<file path="config.mk">
export PLATFORM = sky130hd
export DESIGN_NAME = result_encoder
export DESIGN_NICKNAME = d
export VERILOG_FILES = /design/src/rtl/enc_pkg.sv /design/src/rtl/result_encoder_bin2bcd.sv /design/src/rtl/result_encoder.sv
export SDC_FILE = /design/constraint.sdc
export NUM_CORES = 1
export LEC_CHECK = 0
export BUFFER_PORTS_ARGS = -buffer_cell sky130_fd_sc_hd__buf_4
export CORE_AREA = 2 2 170 172
export CTS_CLUSTER_DIAMETER = 60
export DETAILED_ROUTE_END_ITERATION = 10
export DIE_AREA = 0 0 172 174
export GPL_TIMING_DRIVEN = 0
export SLEW_MARGIN = 15
export SYNTH_ARGS = -nofsm -noshare
export SYNTH_HDL_FRONTEND = slang
export SYNTH_SLANG_ARGS = --single-unit
</file>
<file path="constraint.sdc">
create_clock -name clk -period 3.5 [get_ports clk]
set_input_delay 0.35 -clock clk [delete_from_list [all_inputs] [get_ports clk]]
set_output_delay 0.35 -clock clk [all_outputs]
set_load 0.03 [all_outputs]
</file>
<file path="src/rtl/enc_pkg.sv">
// Shared types and constants for the result encoder: FSM state encoding, ASCII codes,
// digit/width constants, and helpers that pick digits out of the packed BCD register.
// Imported by result_encoder and bin2bcd_seq.
package enc_pkg;

    localparam int W    = 32;        // binary result width
    localparam int NDIG = 10;        // decimal digits needed for 2^32-1
    localparam int BCDW = 4 * NDIG;  // packed BCD width

    localparam logic [7:0] CH_ZERO  = 8'h30;
    localparam logic [7:0] CH_MINUS = 8'h2D;
    localparam logic [7:0] CH_CR    = 8'h0D;
    localparam logic [7:0] CH_LF    = 8'h0A;

    typedef enum logic [2:0] {
        IDLE,
        ABS,
        CONV,
        SEND_SIGN,
        SEND_DIG,
        SEND_CR,
        SEND_LF
    } state_t;

    // Index of the most significant nonzero digit; 0 when the value is zero, so a
    // lone '0' is still printed.
    function automatic logic [3:0] first_nonzero(input logic [BCDW-1:0] bcd);
        logic [3:0] r;
        r = 4'd0;
        for (int i = 0; i < NDIG; i++) begin
            if (bcd[4*i +: 4] != 4'd0) r = 4'(i);
        end
        return r;
    endfunction

    // ASCII character for BCD digit idx.
    function automatic logic [7:0] digit_char(input logic [BCDW-1:0] bcd,
                                              input logic [3:0]      idx);
        logic [BCDW-1:0] sh;
        sh = bcd >> {idx, 2'b00};
        return CH_ZERO + {4'd0, sh[3:0]};
    endfunction

endpackage

</file>
<file path="src/rtl/result_encoder_bin2bcd.sv">
// Sequential binary-to-BCD converter (double dabble), one shift step per clock.
// Ports: start loads bin and clears the BCD register; done is high once all 32 steps are
// complete and stays high, with bcd stable, until the next start.
module bin2bcd_seq
    import enc_pkg::*;
(
    input  logic            clk,
    input  logic            n_rst,
    input  logic            start,
    input  logic [W-1:0]    bin,
    output logic            done,
    output logic [BCDW-1:0] bcd
);

    logic [W-1:0]    bin_q;
    logic [BCDW-1:0] bcd_q;
    logic [BCDW-1:0] adj;
    logic [5:0]      cnt_q;
    logic            run_q;

    // Add 3 to every nibble >= 5 so the following shift carries correctly into
    // the next decimal digit.
    always_comb begin
        adj = bcd_q;
        for (int i = 0; i < NDIG; i++) begin
            if (bcd_q[4*i +: 4] >= 4'd5) adj[4*i +: 4] = bcd_q[4*i +: 4] + 4'd3;
        end
    end

    always_ff @(posedge clk or negedge n_rst) begin
        if (!n_rst) begin
            bin_q <= '0;
            bcd_q <= '0;
            cnt_q <= '0;
            run_q <= 1'b0;
        end else if (start) begin
            bin_q <= bin;
            bcd_q <= '0;
            cnt_q <= '0;
            run_q <= 1'b1;
        end else if (run_q && (cnt_q != 6'(W))) begin
            {bcd_q, bin_q} <= {adj, bin_q} << 1;
            cnt_q          <= cnt_q + 6'd1;
        end
    end

    assign done = run_q && (cnt_q == 6'(W));
    assign bcd  = bcd_q;

endmodule

</file>
<file path="src/rtl/result_encoder.sv">
// Captures an ALU result on alu_done and streams it to the UART as decimal ASCII
// (optional '-', digits without leading zeros, optional CR/LF) over valid/ready.
// Ports: alu_done/calc_res in; tx_data/uout_valid out with tx_ready back; busy and drop status.
module result_encoder
    import enc_pkg::*;
#(
    parameter bit SIGNED_MODE = 1'b1,
    parameter bit APPEND_CR   = 1'b1,
    parameter bit APPEND_LF   = 1'b1
) (
    input  logic         clk,
    input  logic         n_rst,
    input  logic         alu_done,
    input  logic [W-1:0] calc_res,
    input  logic         tx_ready,
    output logic [7:0]   tx_data,
    output logic         uout_valid,
    output logic         busy,
    output logic         drop
);

    state_t          state_q;
    logic [W-1:0]    res_q;
    logic            neg_q;
    logic [3:0]      idx_q;
    logic [7:0]      tx_data_q;
    logic            valid_q;
    logic            busy_q;
    logic            drop_q;

    logic            is_neg;
    logic [W-1:0]    mag;
    logic            conv_start;
    logic            conv_done;
    logic [BCDW-1:0] bcd;

    // Two's-complement magnitude; 0x80000000 maps to 2^31, which fits unsigned.
    assign is_neg     = SIGNED_MODE && res_q[W-1];
    assign mag        = is_neg ? (~res_q + 32'd1) : res_q;
    assign conv_start = (state_q == ABS);

    bin2bcd_seq u_bin2bcd (
        .clk   (clk),
        .n_rst (n_rst),
        .start (conv_start),
        .bin   (mag),
        .done  (conv_done),
        .bcd   (bcd)
    );

    always_ff @(posedge clk or negedge n_rst) begin
        if (!n_rst) begin
            state_q   <= IDLE;
            res_q     <= '0;
            neg_q     <= 1'b0;
            idx_q     <= '0;
            tx_data_q <= 8'h00;
            valid_q   <= 1'b0;
            busy_q    <= 1'b0;
            drop_q    <= 1'b0;
        end else begin
            // A result arriving while a string is in flight is discarded.
            drop_q <= alu_done && busy_q;
            case (state_q)
                IDLE: begin
                    if (alu_done) begin
                        res_q   <= calc_res;
                        busy_q  <= 1'b1;
                        state_q <= ABS;
                    end
                end
                ABS: begin
                    neg_q   <= is_neg;
                    state_q <= CONV;
                end
                CONV: begin
                    if (conv_done) begin
                        idx_q   <= first_nonzero(bcd);
                        valid_q <= 1'b1;
                        if (neg_q) begin
                            tx_data_q <= CH_MINUS;
                            state_q   <= SEND_SIGN;
                        end else begin
                            tx_data_q <= digit_char(bcd, first_nonzero(bcd));
                            state_q   <= SEND_DIG;
                        end
                    end
                end
                SEND_SIGN: begin
                    if (tx_ready) begin
                        tx_data_q <= digit_char(bcd, idx_q);
                        state_q   <= SEND_DIG;
                    end
                end
                SEND_DIG: begin
                    if (tx_ready) begin
                        if (idx_q != 4'd0) begin
                            idx_q     <= idx_q - 4'd1;
                            tx_data_q <= digit_char(bcd, idx_q - 4'd1);
                        end else if (APPEND_CR) begin
                            tx_data_q <= CH_CR;
                            state_q   <= SEND_CR;
                        end else if (APPEND_LF) begin
                            tx_data_q <= CH_LF;
                            state_q   <= SEND_LF;
                        end else begin
                            valid_q <= 1'b0;
                            busy_q  <= 1'b0;
                            state_q <= IDLE;
                        end
                    end
                end
                SEND_CR: begin
                    if (tx_ready) begin
                        if (APPEND_LF) begin
                            tx_data_q <= CH_LF;
                            state_q   <= SEND_LF;
                        end else begin
                            valid_q <= 1'b0;
                            busy_q  <= 1'b0;
                            state_q <= IDLE;
                        end
                    end
                end
                SEND_LF: begin
                    if (tx_ready) begin
                        valid_q <= 1'b0;
                        busy_q  <= 1'b0;
                        state_q <= IDLE;
                    end
                end
                default: state_q <= IDLE;
            endcase
        end
    end

    assign tx_data    = tx_data_q;
    assign uout_valid = valid_q;
    assign busy       = busy_q;
    assign drop       = drop_q;

endmodule

</file>
* Word level (Yosys, flattened, before mapping) *
Index checks and enable logic that the tools add are counted.

cells by class
  equality and inequality tests = 16
  bitwise logic cells = 1
  $add $sub $neg = 16
  shift-type cells = 3
  mux-type cells = 54
  reductions and logical operators = 25
  order comparisons = 10

operators with widths
  kind                   number
  $shr 40x6->4           3
  $mux 32                3
  $mux 4                 22
  $mux 40                2
  $reduce_bool 4->1      11
  $ge 4x3->1 const B     10
  $add 4x2->4 const B    9
  $add 32x1->32 const B  1
  $mux 8                 4
  $not 32->32            1
  $pmux 8 s4             1
  $mux 3                 9
  $add 6x4->7 const A    3
  $pmux 3 s7             1
  $ne 2x2->1 const B     8
  $mux 7                 2
  $mux 6                 2
  $eq 3x3->1 const B     3
  $pmux 4 s2             1
  $reduce_bool 2->1      4
  $reduce_and 7->1       1
  $add 6x1->6 const B    1
  $eq 3x2->1 const B     2
  $eq 6x6->1 const B     1
  other kinds (13)       20

word-level totals
  register bits = 130
  output and inout bits = 11
  logic and storage cells = 137
  input port bits = 36

* Longest topological paths before layout *
Gate-level depths: netlist of the first run.

  depth in word-level cells = 18
  mapped depth = 12
  mapped depth without buffers = 9

* Modules after synthesis *
Synthesis of the first run repeated with hierarchy kept, for this count alone.

second synthesis, totals
  cell total of the unflattened synthesis = 844
  area total of the unflattened synthesis = 8343.0 µm²

modules (own cells, without submodules)
  module          area each (µm²)  cells an instance  seq. area each (µm²)  instances
  bin2bcd_seq     4381.7           428                1976.9                1
  result_encoder  3961.3           416                1226.2                1

* Least setup slack after synthesis of the first run *
Ideal clock, no wire load.

  path kind = register to register
  from = register idx_q[0]
  to = register tx_data_q[3], in the netlist tx_data[3]
  path buffers = 4
  required time = 3.380 ns
  arrival time = 2.895 ns
  period minus slack after synthesis = 3.016 ns
  cell stages (with the launch flop) = 12
  setup slack = 0.484 ns
  setup time = 0.120 ns
  cells stage by stage = dfrtp_1 buf_2 buf_2 buf_2 inv_1 ha_1 clkbuf_1 mux4_2 mux2_2 a211oi_1 o221ai_1 o211a_1

on the way
  longest elaborated chain between the ends = 6
  elaborated cells on any way between the ends = 10
  those cells by class = add/sub: 3; shift: 2; mux: 4; reduce/logical: 1

ends and longest elaborated chain
  element                 RTL line              text
  start, declared         result_encoder.sv:25  logic [3:0] idx_q;
  start signal, assigned  result_encoder.sv:78  idx_q <= first_nonzero(bcd);
  start signal, assigned  result_encoder.sv:98  idx_q <= idx_q - 4'd1;
  $sub 4x1->4             result_encoder.sv:99  tx_data_q <= digit_char(bcd, idx_q - 4'd1);
  $shr 40x6->4            enc_pkg.sv:40         sh = bcd >> {idx, 2'b00};
  $add 6x4->7             enc_pkg.sv:41         return CH_ZERO + {4'd0, sh[3:0]};
  $mux 7                  result_encoder.sv:97  if (idx_q != 4'd0) begin
  $mux 8                  result_encoder.sv:96  if (tx_ready) begin
  $pmux 8 s4 (*)          result_encoder.sv:64  case (state_q)
  end signal, assigned    result_encoder.sv:84  tx_data_q <= digit_char(bcd, first_nonzero(bcd));
  end signal, assigned    result_encoder.sv:91  tx_data_q <= digit_char(bcd, idx_q);
  end signal, assigned    result_encoder.sv:99
  end, declared           result_encoder.sv:26  logic [7:0] tx_data_q;

Every way passes the cells marked *; elsewhere a longest branch is shown, timed or not. The select of a mux whose other input is x is not followed.
A chain may end at the register's enable or synchronous reset.

* Final worst setup path of the first run *
Ends and elaborated chain as after synthesis.

==> impl_metrics.yaml, run 1 <==
drt:
  vias_per_cell: 5.035
  drtIter0Drc: 451
  via_count: 6823
  ant_nets: 0
  drt-total-wl_um: 21790
  drc: 0
  first_pass_iters: 5
  wl_per_cell_um: 16.08
critical_path:
  slowest_delay_ps: 400
  cp_common_cell: "buf_2"
  cp_cell_sequence: "buf_2, clkbuf_4, buf_2, inv_1, ha_4, mux4_2, mux2_2, a211oi_1, o221ai_1, o211a_1"
  required_ps: 3810
  critPathLaunch: "idx_q[0]$_DFFE_PN0P_"
  path_max_fanout: 10
  start_kind: "flop"
  reg2reg_from: "idx_q[0]$_DFFE_PN0P_"
  critPathArrivalTime_ps: 3480
  cp_slowest_cell: "ha_4"
  r2r_slack_ps: 330
  worstSetupPathType: "reg2reg"
  cp-end-kind: "flop"
layout:
  nets: 1023
  drive_above_1_share_pct: 17.20
  diodes: 0
  fillers: 2930
  area_delta_synth_final_pct: 17.70
cts:
  root_buffer: "clkbuf_16"
  clock_sinks: 128
  clk_latency_ps: 430
  cts_tree: "yes"
  clockBufferDepth: 2
  cts_buffers: 17
  path_clk_slew_ps: 60
  htree_num_levels: 4
floorplanning:
  io_pins: 47
  start_util_pct: 29.61
  dieWidth_um: 172
  num_rows: 62
  die_height_um: 174
  dieArea_um2: 29930
  coreArea_um2: 28240
sta:
  fin_tns_setup_ps: 0
  rsz0062_at_grt: "no"
  setup_ws_ps: 329.3
  report.final.slew_viol_count: 0
  period_share_pct: 90.59
  tightest_slew_ps: 767.5
  fin_crit_ps: 3171
  fmax_ghz: 0.3154
  hold_viol: 0
  setup_viol: 0
  fin_skew_ps: 14.04
  max_slew_margin_pct: 47.51
global_routing:
  grt_pass1_wl_um: 36330
  grt_antenna_before_repair: 0
  grt_max_degree: 103
  grt_pass1_vias: 6760
  grtUsageTotal_pct: 15.31
  gr-total-overflow: 0
logic_synthesis:
  synth-edff-count: 0
  seq_area_frac_synth_pct: 38.31
  avgSynthCellArea_um2: 9.353
  synth-main-ff-cell: "dfrtp_1"
  yosysWarningCount: 0
  yosys_register_bits: 128
  async_flop_share_pct: 100.0
  syn_area_um2: 8362
  ys_types: 77
  syn_inst: 894
min_path:
  holdCritPathClass: "in2reg"
  hp-start: "calc_res[1]"
flow_run:
  cap_violations: 0
power:
  power.leakage_nw: 4.039
  power_density_nw_per_um2: 925.3
  ir_drop_v: 0.0004455
placement:
  port-buffer-count: 43
  dp_hpwl_um: 15880
  gp_congestion: 0.9104
  dp_slack_ps: -208.4
status:
  outcome: "finished clean"
routing by layer:
layer / track usage, % / part of all wire [%] / vias up
li1: - / - / 3328
met1: 20.44 / 46 / 3302
met2: 24.95 / 48 / 161
met3: 2.823 / 4.4 / 32
met4: 5.042 / 2.4 / 0
met5: 0 / 0 / -
layout by cell type (no fill, tap or decap), types with 4 or more instances in the layout:
cell / n
a211oi_1: 25
a21oi_1: 60
a31oi_1: 10
and2_1: 11
buf_2: 10
buf_4: 44
clkbuf_1: 42
clkbuf_16: 17
dfrtp_1: 128
ha_1: 28
inv_1: 34
inv_6: 8
mux2_2: 31
mux2i_1: 44
mux4_2: 16
nand2_1: 112
nand2b_1: 10
nand3_1: 17
nand4_1: 6
nor2_1: 56
nor2b_1: 5
nor3_1: 13
nor3b_1: 11
nor4_1: 4
o211ai_1: 5
o21a_1: 6
o21ai_0: 64
o21ai_1: 13
o31ai_1: 8
o41ai_2: 4
or3_1: 5
or3b_1: 5
xnor2_1: 34
xor2_1: 11
cells in the mapped netlist (3+ instances only):
master	instances	area share, %
mux2i_1	44	5.3
o22ai_1	3	0.22
inv_1	34	1.5
nand4_1	6	0.45
ha_1	29	4.3
nor2b_1	5	0.37
o21a_1	6	0.54
nor3b_1	11	0.99
or3_1	5	0.37
nor4_1	4	0.30
nor3_1	13	0.78
a211oi_1	25	2.2
clkbuf_1	43	1.9
o21ai_0	64	3.8
mux4_2	16	4.3
or4_1	3	0.27
a21oi_1	61	3.7
o41ai_2	4	0.78
mux2_2	31	4.2
xor2_1	11	1.2
buf_2	11	0.66
a31oi_1	10	0.75
xnor2_1	35	3.7
nand2b_1	10	0.75
o21ai_1	13	0.78
nand3_1	17	1.0
o31ai_1	8	0.72
or3b_1	5	0.52
and2_1	11	0.82
nand2_1	112	5.0
dfrtp_1	128	38
o211ai_1	5	0.45
buf_1	3	0.13
o21bai_1	3	0.27
nor2_1	56	2.5
timing repair:
item | 4_1_cts | 5_1_grt
buffers inserted | 0 | 0
endpoints found under the hold margin | 26 | 0
hold buffers | 1 | 0
endpoints found under the setup margin | 1 | 4
gates resized for setup | 1 | 4
worst max-delay path, delay by kind of cell, from the launching register on:
kind	cells	cell delay, ps
AOI/OAI and AO/OA	3	640
buffers and inverters	4	1050
muxes	2	630
DFF	1	320
adders and majority gates	1	400
state kept, by name, summed over array words and instances (netlist names):
register / count
drop: 1
u_bin2bcd.bcd: 40
busy: 1
u_bin2bcd.cnt_q: 6
uout_valid: 1
idx_q: 4
tx_data: 6
u_bin2bcd.bin_q: 32
neg_q: 1
res_q: 32
state_q: 3
u_bin2bcd.run_q: 1
logic make-up after synthesis:
kind of cell / after synthesis / share of synthesized area [%]
AOI/OAI and AO/OA: 224 / 17.09
xor gates and xnor gates: 46 / 4.818
adders and majority gates: 29 / 4.339
buffers and inverters: 95 / 4.623
DFF: 128 / 38.31
muxes: 92 / 13.93
other: 1 / 0.04485
and+or+nand+nor: 279 / 16.85
power by group:
part	internal (W)	leakage (nW)	switching [W]	total, W
combinational	0.00193	2.17	0.00239	0.00432
sequential	0.00217	1.57	0.000767	0.00293
clock	0.00109	0.296	0.000760	0.00185
through the flow:
step | hold slack, ps | std cells | total power [W] | utilization (%) | cell area [um2]
3_3_place_gp | 504.0 | 1322 | 0.007137 | 32.47 | 9169
4_1_cts | 111.7 | 1355 | 0.009129 | 34.77 | 9818
6_report | 120.3 | 1355 | 0.009107 | 34.85 | 9842
3_5_place_dp | 215.8 | 1323 | 0.007216 | 32.59 | 9204
2_1_floorplan | 54.41 | 895 | 0.006062 | - | 8366
5_1_grt | 124.3 | 1355 | 0.009854 | 34.85 | 9842
final timing paths:
path	to	cells after the start
min in group asynchronous	u_bin2bcd.bcd[18]$_DFFE_PN0P_	2
setup / recovery	tx_data[3]$_DFFE_PN0P_	10
hold reg to reg	uout_valid$_DFFE_PN0P_	2
max in group asynchronous	u_bin2bcd.bcd[39]$_DFFE_PN0P_	3
hold / removal	res_q[1]$_DFFE_PN0P_	3
setup reg to reg	tx_data[3]$_DFFE_PN0P_	10
final cells by class:
type / count / area, um2 / share of cell area (%)
buffer: 60 / 257.7 / 2.619
clock buffer: 18 / 439.2 / 4.462
clock inverter: 14 / 166.4 / 1.691
inverter: 34 / 127.6 / 1.297
multi-input combinational: 672 / 4800 / 48.77
sequential: 128 / 3203 / 32.55
tap: 384 / 480.5 / 4.882
timing repair buffer: 45 / 367.9 / 3.738
Note: power is estimated with default switching activity, not from simulation.
==> run 2: changes to the inputs <==
--- a/config.mk
+++ b/config.mk
@@ -11,6 +11,7 @@
 export DETAILED_ROUTE_END_ITERATION = 10
 export DIE_AREA = 0 0 172 174
 export GPL_TIMING_DRIVEN = 0
+export RECOVER_POWER = 25
 export SLEW_MARGIN = 15
 export SYNTH_ARGS = -nofsm -noshare
 export SYNTH_HDL_FRONTEND = slang
==> run 2 against run 1 <==
Net effect:
- the flow now finishes with violations (max-capacitance violations, max-slew violations)
- wire length rose by 0.25%
- core utilization barely moved
- clock power barely moved
- clock-buffer cell count did not move
- final cell count did not move
- clock skew barely moved
==> impl_metrics.yaml, run 2 (synthesized netlist as in run 1, its figures left out) <==
global_routing:
  grt_pass1_wl_um: 36330
  grtUsageTotal_pct: 15.31
  grt_antenna_before_repair: 0
  grt_pass1_vias: 6760
  gr-total-overflow: 0
  grt_max_degree: 103
power:
  p_switching_w: 0.003918
  combPwrFrac_pct: 47.4
  p_clk_share_pct: 20.4
  power.leakage_nw: 4.028
  ir_drop_v: 0.0004455
  seq_power_share_pct: 32.2
  intPower_w: 0.005189
  total_power_w: 0.009108
  power_density_nw_per_um2: 926.6
  swShare_pct: 43.02
floorplanning:
  die_height_um: 174
  io_pins: 47
  dieArea_um2: 29930
  dieWidth_um: 172
  coreArea_um2: 28240
  num_rows: 62
  start_util_pct: 29.61
min_path:
  holdCritPathClass: "in2reg"
drt:
  vias_per_cell: 5.032
  wl_per_cell_um: 16.12
  drc: 0
  first_pass_iters: 5
  drtIter0Drc: 453
  ant_nets: 0
  via_count: 6819
  drt-total-wl_um: 21840
layout:
  drive_above_1_share_pct: 16.99
  area_delta_synth_final_pct: 17.55
  area.sequential_um2: 3203
  largest_reg_flops: 40
  multi_input_area_um2: 4800
  fillers: 2933
  fin_area_um2: 9829
  nets: 1023
  layout_common_cells: "dfrtp_1 (128), nand2_1 (112), o21ai_0 (64), a21oi_1 (60), nor2_1 (56)"
  layout_commonest_cell: "dfrtp_1"
  diodes: 0
sta:
  fmax_ghz: 0.3157
  rsz0062_at_grt: "no"
  max_slew_margin_pct: -10.19
  fin_skew_ps: 13.79
  period_share_pct: 90.52
  fin_crit_ps: 3168
  setup_viol: 0
  fin_tns_setup_ps: 0
  report.final.slew_viol_count: 27
  hold_viol: 0
  tightest_slew_ps: 1653
  hold_slack_ps: 119.8
placement:
  gp_congestion: 0.9104
  dp_hpwl_um: 15880
  port-buffer-count: 43
  post_dp_cell_area_um2: 9204
critical_path:
  slowest_delay_ps: 400
  cp_top_family: "buffers and inverters"
  required_ps: 3810
  worstSetupPathType: "reg2reg"
  cp_common_cell: "buf_2"
  cp_slowest_cell: "ha_4"
  cp-end-kind: "flop"
  critPathArrivalTime_ps: 3480
  path_max_fanout: 10
  path_buf_inv: 4
  start_kind: "flop"
  cp_cell_sequence: "buf_2, clkbuf_4, buf_2, inv_1, ha_4, mux4_2, mux2_2, a211oi_1, o221ai_1, o211a_1"
cts:
  clk_latency_ps: 430
  root_buffer: "clkbuf_16"
  cts_buffers: 17
  htree_num_levels: 4
  path_clk_slew_ps: 60
  clockBufferDepth: 2
  clock_sinks: 128
  cts_tree: "yes"
flow_run:
  cap_violations: 1
status:
  violations: "max-capacitance violations, max-slew violations"
  outcome: "finished, violations left"
-- run 2: changes by cell type in the layout (fill, tap and decap cells not counted), sizes merged --
| cell | previous run | this run |
|---|---|---|
| clkbuf | 62 | 64 |
| buf | 60 | 58 |
-- run 2: cell type report --
type | instances | area share, %
clock inverters | 14 | 1.693
multi-input cells | 672 | 48.83
flip-flops and latches | 128 | 32.59
inverters | 34 | 1.298
plain buffers | 60 | 2.609
clock buffers | 18 | 4.468
well taps | 384 | 4.888
repair buffers | 45 | 3.628
-- run 2: metal layers --
layer / wire length, um / global-route usage [%] / vias to the layer above
met1: 9975 / 20.44 / 3303
met5: 0 / 0 / -
met2: 10400 / 24.95 / 160
li1: - / - / 3326
met4: 526 / 5.042 / 0
met3: 940 / 2.823 / 30
-- run 2: power by group through the flow --
stage	sequential, W	combinational [W]	clock, W
after global placement	0.00292	0.00422	0
after floorplan	0.00280	0.00327	0
after detailed placement	0.00294	0.00427	0
final	0.00293	0.00432	0.00185
after global routing	0.00304	0.00486	0.00195
after CTS	0.00293	0.00432	0.00189
-- run 2: path summary, 6_finish.rpt --
check / slack, ps / cells past startpoint / startpoint / to
max in group asynchronous: 1370 / 3 / n_rst / u_bin2bcd.bcd[39]$_DFFE_PN0P_
worst min register to register: 520 / 2 / uout_valid$_DFFE_PN0P_ / uout_valid$_DFFE_PN0P_
min in group asynchronous: 890 / 2 / n_rst / u_bin2bcd.bcd[18]$_DFFE_PN0P_
worst max-delay path: 330 / 10 / idx_q[0]$_DFFE_PN0P_ / tx_data[3]$_DFFE_PN0P_
worst max register to register: 330 / 10 / idx_q[0]$_DFFE_PN0P_ / tx_data[3]$_DFFE_PN0P_
worst min-delay path: 120 / 3 / calc_res[1] / res_q[1]$_DFFE_PN0P_
-- run 2: tightest hold or removal path: stages --
cell and delay (ps):
buf_4 70, nand2_1 30, o21ai_0 50
-- run 2: stage by stage --
stage	utilization (%)	instances	setup WS, ps
6_report	34.81	1355	332.0
5_1_grt	34.81	1355	112.2
4_1_cts	34.77	1355	86.23
3_5_place_dp	32.59	1323	-208.4
3_3_place_gp	32.47	1322	-126.6
2_1_floorplan	-	895	484.1
-- run 2: timing repair --
action	in CTS	in global routing
endpoints found under the hold margin	26	0
buffers inserted	0	0
setup endpoints to repair	1	4
hold buffers	1	0
resized for setup	1	4
==> run 3: changes to the inputs <==
--- a/config.mk
+++ b/config.mk
@@ -5,11 +5,12 @@
 export SDC_FILE = /design/constraint.sdc
 export NUM_CORES = 1
 export LEC_CHECK = 0
+export ABC_AREA = 1
 export BUFFER_PORTS_ARGS = -buffer_cell sky130_fd_sc_hd__buf_4
-export CORE_AREA = 2 2 170 172
+export CORE_AREA = 2 2 168 170
 export CTS_CLUSTER_DIAMETER = 60
 export DETAILED_ROUTE_END_ITERATION = 10
-export DIE_AREA = 0 0 172 174
+export DIE_AREA = 0 0 170 172
 export GPL_TIMING_DRIVEN = 0
 export RECOVER_POWER = 25
 export SLEW_MARGIN = 15
==> run 3 against run 2 <==
Net effect:
- the run still ends with max-capacitance violations, max-slew violations left
- final cell count rose by 10%
- critical path depth grew 1
- worst hold slack worse by 4.1 ps
- combinational power rose by 31%
- die area decreased by 2.3%
- wire length rose by 9.6%
- cell area decreased by 2.7%
- sequential power decreased by 6%
- sequential share of layout area increased by 0.91 points
- clock power is essentially flat
- register-to-register slack better by 120 ps
- highest routed layer unchanged
==> impl_metrics.yaml, run 3 <==
status:
  outcome: "finished, violations left"
  violations: "max-capacitance violations, max-slew violations"
cts:
  cts_tree: "yes"
  clk_latency_ps: 430
  htree_num_levels: 4
  hold_buffers: 1
  cts_resized: 0
  clock_sinks: 128
  path_clk_slew_ps: 60
  clockBufferDepth: 2
  cts_buffers: 17
  postCtsSetupBuffers: 0
  root_buffer: "clkbuf_16"
power:
  power.leakage_nw: 4.501
  ir_drop_v: 0.0004150
  power_density_nw_per_um2: 1069
global_routing:
  grt_antenna_before_repair: 0
  grtUsageMet3_pct: 2.678
  gr-total-overflow: 0
  grtUsageMet2_pct: 28.78
  grt_pass1_vias: 7317
  busiest_layer: "met2"
  grtUsageTotal_pct: 16.99
  grt_pass1_wl_um: 38720
  use_met1_pct: 21.74
  grt_max_degree: 80
critical_path:
  critPathArrivalTime_ps: 3360
  path_max_fanout: 10
  required_ps: 3810
  cp_cell_sequence: "buf_2, inv_1, buf_2, buf_1, ha_1, clkbuf_1, o21ai_0, o221ai_1, a31oi_1, a211oi_1, a21oi_1"
  cp.depth: 11
  cp_top_family: "buffers and inverters"
  path_buf_inv: 5
  reg2reg_from: "idx_q[0]$_DFFE_PN0P_"
  reg2regPathDepth: 11
  critPathLaunch: "idx_q[0]$_DFFE_PN0P_"
  worstSetupPathType: "reg2reg"
  crit_end: "tx_data[1]$_DFFE_PN0P_"
  slowest_delay_ps: 450
  reg2reg_to: "tx_data[1]$_DFFE_PN0P_"
  r2r_slack_ps: 450
  cp_common_cell: "buf_2"
  cp_slowest_cell: "clkbuf_1"
  cp-end-kind: "flop"
  start_kind: "flop"
sta:
  setup_viol: 0
  fin_crit_ps: 3051
  fin_tns_setup_ps: 0
  hold_slack_ps: 115.7
  rsz0062_at_grt: "no"
  setup_ws_ps: 449.2
  period_share_pct: 87.17
  hold_viol: 0
  report.final.slew_viol_count: 50
  fmax_ghz: 0.3278
  max_slew_margin_pct: -55.25
  tightest_slew_ps: 2329
  fin_skew_ps: 8.716
layout:
  layout_common_cells: "nand2_1 (173), inv_1 (144), dfrtp_1 (128), o21ai_0 (118), a21oi_1 (89)"
  area_delta_synth_final_pct: 17.19
  diodes: 0
  nets: 1203
  largest_reg_flops: 40
  layout_commonest_cell: "nand2_1"
  fin_area_um2: 9562
  fillers: 2913
  drive_above_1_share_pct: 11.49
placement:
  gp_congestion: 0.9139
  dp_hpwl_um: 17850
  port-buffer-count: 44
  dp_slack_ps: 515.1
  post_dp_cell_area_um2: 8961
floorplanning:
  coreArea_um2: 27480
  start_util_pct: 29.69
  num_rows: 61
  die_height_um: 172
  io_pins: 47
  dieArea_um2: 29240
  dieWidth_um: 170
drt:
  first_pass_iters: 5
  drc: 0
  wl_per_cell_um: 16.01
  via_count: 7638
  ant_nets: 0
  drtIter0Drc: 617
  drt-total-wl_um: 23930
  vias_per_cell: 5.109
logic_synthesis:
  syn_area_um2: 8159
  yosys_register_bits: 128
  ys_types: 49
  yosysWarningCount: 0
  syn_inst: 1072
  synthTopCellsByArea: "dfrtp_1 (39%), nand2_1 (8.0%), o21ai_0 (7.2%)"
  avgSynthCellArea_um2: 7.611
  synth_top_area_cell: "dfrtp_1"
  synth-main-ff-cell: "dfrtp_1"
  async_flop_share_pct: 100.0
  seq_area_frac_synth_pct: 39.26
  synth-edff-count: 0
  synth.top_cell.area_share_pct: 39.26
  synth_most_common_cell: "nand2_1"
  synth_top_cells_by_count: "nand2_1 (173), inv_1 (144), dfrtp_1 (128)"
flow_run:
  cap_violations: 1
min_path:
  holdCritPathClass: "in2reg"
==> run 3: cells by family after synthesis <==
| group | Yosys count | share of synthesized area [%] |
|---|---|---|
| fa+ha+maj | 29 | 4.447 |
| other cells | 1 | 0.04596 |
| buf+inv | 196 | 9.860 |
| xor+xnor | 29 | 3.205 |
| simple gates | 378 | 20.53 |
| compound gates | 301 | 21.27 |
| mux | 10 | 1.380 |
| flops | 128 | 39.26 |
==> run 3: where the power goes <==
| group | leakage, nW | internal (W) | switching (W) | total, W |
|---|---|---|---|---|
| Combinational | 2.66 | 0.00199 | 0.00365 | 0.00564 |
| Sequential | 1.55 | 0.00219 | 0.000567 | 0.00276 |
| Clock | 0.285 | 0.00111 | 0.000705 | 0.00182 |
| Total | 4.50 | 0.00529 | 0.00492 | 0.0102 |
==> run 3: area by class of cell <==
cell class | instances | area (um2) | area share (%)
Tap cell | 346 | 432.9 | 4.528
Multi-Input combinational cell | 749 | 4155 | 43.46
Buffer | 46 | 241.5 | 2.526
Inverter | 150 | 563.0 | 5.889
Sequential cell | 128 | 3203 | 33.50
Timing Repair Buffer | 46 | 372.9 | 3.900
Clock buffer | 17 | 425.4 | 4.449
Clock inverter | 13 | 167.7 | 1.753
==> run 3: worst min-delay path: stages <==
cell and delay [ps]:
buf_4 80, nand2_1 40, inv_1 40
==> run 3: per-layer routing <==
metal,up-vias,wire (um)
met4,0,685
met5,-,0
met3,41,906
met1,3645,10950
li1,3756,-
met2,196,11390
==> run 3: worst min path at each step <==
stage	start	endpoint	cells after the start
3_3_place_gp	u_bin2bcd.cnt_q[5]$_DFFE_PN0P_	u_bin2bcd.cnt_q[5]$_DFFE_PN0P_	1
3_5_place_dp	n_rst	u_bin2bcd.bcd[9]$_DFFE_PN0P_	1
5_1_grt	alu_done	drop$_DFF_PN0_	3
6_report	alu_done	drop$_DFF_PN0_	3
2_1_floorplan	n_rst	busy$_DFFE_PN0P_	0
4_1_cts	alu_done	drop$_DFF_PN0_	3
==> run 3: through the flow <==
step                total power, W  std cells  util (%)
floorplan                 0.006746       1073         -
global placement          0.008263       1463     32.49
detailed placement        0.008360       1464     32.61
CTS                        0.01021       1495     34.81
global route               0.01113       1495     34.80
finish                     0.01022       1495     34.80
